### src/rtl/and_result_fifo.sv
// First-word-fall-through buffer for AND-stage result words, with occupancy
// state, popcount of the head word, a saturating zero-word counter and a sticky drop flag.
module and_result_fifo #(
  parameter int WIDTH = 4,
  parameter int DEPTH = 4
) (
  input  logic                         clk,
  input  logic                         rst,
  input  logic                         in_valid,
  input  logic [WIDTH-1:0]             in_data,
  output logic                         in_ready,
  output logic                         out_valid,
  output logic [WIDTH-1:0]             out_data,
  input  logic                         out_ready,
  output logic [$clog2(WIDTH+1)-1:0]   out_ones,
  output logic [$clog2(DEPTH+1)-1:0]   level,
  output logic [7:0]                   zero_cnt,
  output logic                         drop,
  output logic [1:0]                   state
);

  localparam int AW = $clog2(DEPTH);
  localparam int LW = $clog2(DEPTH + 1);
  localparam int OW = $clog2(WIDTH + 1);

  typedef enum logic [1:0] {
    ST_EMPTY   = 2'd0,
    ST_PARTIAL = 2'd1,
    ST_FULL    = 2'd2
  } state_e;

  logic [WIDTH-1:0] mem [DEPTH];
  logic [AW-1:0]    wr_ptr, rd_ptr;
  logic [LW-1:0]    level_q, level_d;
  state_e           state_q, state_d;
  logic [7:0]       zero_cnt_q;
  logic             drop_q;
  logic             push, pop;

  // Handshake decodes depend only on the registered level, never on out_ready.
  assign in_ready  = (level_q < LW'(DEPTH));
  assign out_valid = (level_q != '0);
  assign push      = in_valid && in_ready;
  assign pop       = out_valid && out_ready;

  assign out_data = mem[rd_ptr];
  assign level    = level_q;
  assign zero_cnt = zero_cnt_q;
  assign drop     = drop_q;
  assign state    = state_q;

  always_comb begin
    // NOTE: every variable written here gets a default first, so no path can infer a latch.
    out_ones = '0;
    if (out_valid) begin
      for (int i = 0; i < WIDTH; i++) begin
        out_ones = out_ones + OW'(out_data[i]);
      end
    end
  end

  // NOTE: storage is deliberately not reset; entries are unreachable until written.
  always_ff @(posedge clk) begin
    if (push && !rst) begin
      mem[wr_ptr] <= in_data;
    end
  end

  always_comb begin
    level_d = level_q;
    unique case ({push, pop})
      2'b10:   level_d = level_q + LW'(1);
      2'b01:   level_d = level_q - LW'(1);
      default: level_d = level_q;
    endcase
  end

  always_comb begin
    state_d = state_q;
    unique case (state_q)
      ST_EMPTY: begin
        if (push) state_d = ST_PARTIAL;
      end
      ST_PARTIAL: begin
        if (push && !pop && level_q == LW'(DEPTH - 1)) begin
          state_d = ST_FULL;
        end else if (pop && !push && level_q == LW'(1)) begin
          state_d = ST_EMPTY;
        end
      end
      ST_FULL: begin
        if (pop) state_d = ST_PARTIAL;
      end
      default: state_d = ST_EMPTY;
    endcase
  end

  // Pointers are AW bits wide, so DEPTH being a power of two gives the wrap for free.
  always_ff @(posedge clk) begin
    // NOTE: sequential state uses non-blocking assignments so all registers update together.
    if (rst) begin
      wr_ptr     <= '0;
      rd_ptr     <= '0;
      level_q    <= '0;
      state_q    <= ST_EMPTY;
      zero_cnt_q <= '0;
      drop_q     <= 1'b0;
    end else begin
      level_q <= level_d;
      state_q <= state_d;
      if (push) wr_ptr <= wr_ptr + AW'(1);
      if (pop)  rd_ptr <= rd_ptr + AW'(1);
      if (push && in_data == '0 && zero_cnt_q != 8'hFF) begin
        zero_cnt_q <= zero_cnt_q + 8'd1;
      end
      if (in_valid && !in_ready) drop_q <= 1'b1;
    end
  end

endmodule
### config.mk
export PLATFORM = sky130hd
export DESIGN_NAME = and_result_fifo
export DESIGN_NICKNAME = d
export VERILOG_FILES = /design/src/rtl/and_result_fifo.sv
export SDC_FILE = /design/constraint.sdc
export NUM_CORES = 1
export LEC_CHECK = 0
export BUFFER_PORTS_ARGS = -buffer_cell sky130_fd_sc_hd__buf_2
export CORE_MARGIN = 4
export CORE_UTILIZATION = 34
export CTS_CLUSTER_SIZE = 30
export DETAILED_ROUTE_END_ITERATION = 8
export PLACE_DENSITY = 0.51
export REMOVE_ABC_BUFFERS = 1
export SYNTH_ARGS = -nofsm -noshare
export SYNTH_HDL_FRONTEND = slang
export SYNTH_SLANG_ARGS = --single-unit
### constraint.sdc
create_clock -name clk -period 2.35 [get_ports clk]
set_input_delay 0 -clock clk [delete_from_list [all_inputs] [get_ports clk]]
set_output_delay 0 -clock clk [all_outputs]
set_load 0.02 [all_outputs]
==> key figures <==
Synthesis
  • Cell taking the most area after synthesis: edfxtp_1
  • Synth Instances: 144
  • Post-synth EDFFs: 16
  • Top FF cell, synth: dfxtp_1
  • Netlist Area Pre-Place: 0.00169 mm^2
  • Ys Warns: 0
  • Count leader, synth: dfxtp_1
  • Post-synthesis sequential area ratio: 52.1%
  • Ys async rst share: 0%
  • Synth top area share: 28.4%
  • Ranking of synthesized cells by area: edfxtp_1, dfxtp_1, ha_1, mux4_2, nor2_1
  • Library cells used by synthesis: 32
  • FF+latch count, synth: 36
  • Avg Cell Area, Syn: 11.7 um^2
  • Synth top cells by count: dfxtp_1, nor2_1, edfxtp_1

Clocking
  • Htree depth: 2
  • CTS tree: done
  • CTS root buf: clkbuf_8
  • Clock sinks: 36
  • Worst-skew pair later-pin latency: 0.28 ns
  • Clock Path Buffers: 2
  • Clk slew on worst S/H paths: 0.07 ns
  • CTS Buf Count: 5

Layout
  • Core Util, Final: 44.8%
  • Post-route cell area: 0.00213 mm^2
  • Share of cells above drive strength 1: 25.7%
  • Diode count: 0
  • Area Overhead vs Synth: 26.0%
  • Final net count: 209

Global route
  • GRT Resource Usage Total: 12.1%
  • First-pass GRT wire length: 5840 um
  • Initial antenna violation count: 0
  • Number of global-route vias before repair: 1202
  • Largest net degree at the start of global routing: 22
  • GR Overflow Total: 0

Timing
  • Period utilisation layout: 101%
  • RSZ-0062 raised after global routing: yes
  • Fin. max-slew vios: 0
  • Hold Vio Cnt, Final: 0
  • Fin worst setup slack: -0.0304 ns
  • Slew @ Worst Pin: 0.478 ns
  • FMAX: 0.420 GHz
  • Slew margin rel.: 67.6%
  • Worst Skew: 0.00498 ns
  • Final setup violation count: 1
  • Crit path time final: 2.38 ns

Die
  • Core ar.: 0.00475 mm^2
  • Die height: 78.5 um
  • Num rows: 25
  • Initial core utilization: 35.6%
  • Die X-Extent: 78.5 um
  • I/O pin cnt: 31
  • DIE AREA: 0.00616 mm^2

Route
  • Vias: 1217
  • First DRT Iteration DRCs: 54
  • DR top layer: met4
  • Met3 WL: 103 um
  • First-pass iteration count of the detailed router: 4
  • Drt drc: 0
  • Post-Route WL: 3410 um
  • Metal2 WL: 1710 um
  • M1 WL: 1540 um
  • Final ANT Viol Nets: 0
  • Drt via density: 4.79
  • DR WL/cell: 13.4 um

Worst setup path
  • Crit path max fanout: 4
  • Critical Path Source Type: flop
  • CP required: 2.35 ns
  • CP endpoint kind: primary output
  • Critical-path top delay cell: fa_1
  • Crit-path leading delay family: adder cells
  • Arrival @ worst endpoint: 2.38 ns
  • Crit path kind: reg2out
  • CP Cell Sequence: mux4_2 > fa_1 > ha_2 > ha_4 > and2_4 > buf_6
  • Buf+Inv Stages, Crit Path: 1
  • Worst stage delay on the critical path: 0.56 ns

Job
  • Max-cap viol count: 0

Placed design
  • RD Place Congestion: 0.804
  • I/O Buffers: 30
  • DP Area: 0.00192 mm^2
  • Post-detail-place hpwl: 2510 um

Min path
  • Hold WC Path Type: in2reg

Power and ir drop
  • Net Switching: 746 uW
  • Net Sw Frac: 34.0%
  • Comb pwr share: 39.6%
  • P_leak: 0.000882 uW
  • Pwr dens: 1030 mW/mm^2
  • Peak VDD IR: 0.000450 V
  • Int Pwr: 1450 uW
  • Clk pwr share: 24.1%
  • Flop pwr share: 36.3%
  • PnR Total Power: 2190 uW

Status
  • Outcome: finished with violations
  • Violated checks: setup timing
[per-layer routing]
layer | track usage (%) | vias to the layer above
met1 | 15.2 | 592
met4 | 5.24 | 0
met2 | 19.7 | 19
li1 | - | 601
met5 | 0 | -
met3 | 3.10 | 5
[layout by cell type (no fill, tap or decap), types with 6 or more instances in the layout]
cell type	n
dfxtp_1	19
edfxtp_1	16
and2_1	6
nor2_1	18
inv_1	10
buf_2	27
ha_1	12
[worst reg2reg max path: stages, from the launching register on]
cell and delay (ns):
dfxtp_1 0.42, inv_1 0.10, ha_1 0.21, nand2b_1 0.09, nand2_1 0.14, inv_1 0.09
ha_1 0.24, nor2_1 0.07, a31oi_1 0.14, o22a_1 0.15, nor2_1 0.03
[cell type report]
cell class,instances,area (um^2)
timing repair buffer,37,234
sequential,36,885
fill,461,2630
clock inverter,2,35.0
tap,67,83.8
clock buffer,6,72.6
inverter,10,37.5
multi-input combinational,96,782
[per-stage QoR]
stage	std cells	TNS (ns)	hold WS [ns]	setup WS, ns
finish	254	-0.0304	0.113	-0.0304
global route	254	-0.153	0.135	-0.113
CTS	254	-0.0440	0.105	-0.0440
detailed placement	240	0	0.270	0.110
global placement	240	0	0.270	0.136
floorplan	142	0	0.0691	0.146
[registers in the layout, indices dropped and copies added (netlist names), named ones only]
register  cells
wr_ptr        2
mem          16
rd_ptr        2
zero_cnt      8
state         2
level         3
drop          1
[kinds of logic after synthesis]
| kind of cell | after synthesis | synth area share (%) |
|---|---|---|
| and+or+nand+nor | 51 | 16.8 |
| DFF | 36 | 52.1 |
| AOI/OAI and AO/OA | 17 | 6.66 |
| adders and majority gates | 15 | 11.5 |
| buffers and inverters | 12 | 2.66 |
| muxes | 7 | 7.11 |
| xor gates and xnor gates | 6 | 3.11 |
[repair_timing]
item | in CTS | in global routing
setup buffers | 1 | 0
hold buffers | 5 | 0
pin swaps | 2 | 2
resized for setup | 7 | 4
hold endpoints to repair | 17 | 0
endpoints found under the setup margin | 3 | 3
[path summary, 6_finish.rpt]
check	start	end	slack, ns	cells past startpoint
setup / recovery	flop	out_ones[1]	-0.03	6
hold reg to reg	drop	drop	0.48	2
setup reg to reg	level[0]	level[2]	0.56	10
hold / removal	rst	level[0]	0.11	2
[power by group through the flow]
stage / Sequential [uW] / Combinational (uW) / Clock (uW)
after floorplan: 827 / 488 / 0
after global placement: 806 / 728 / 0
after detailed placement: 811 / 747 / 0
after CTS: 799 / 841 / 547
after global routing: 810 / 968 / 577
final: 797 / 868 / 528
Note: power is estimated with default switching activity, not from simulation.
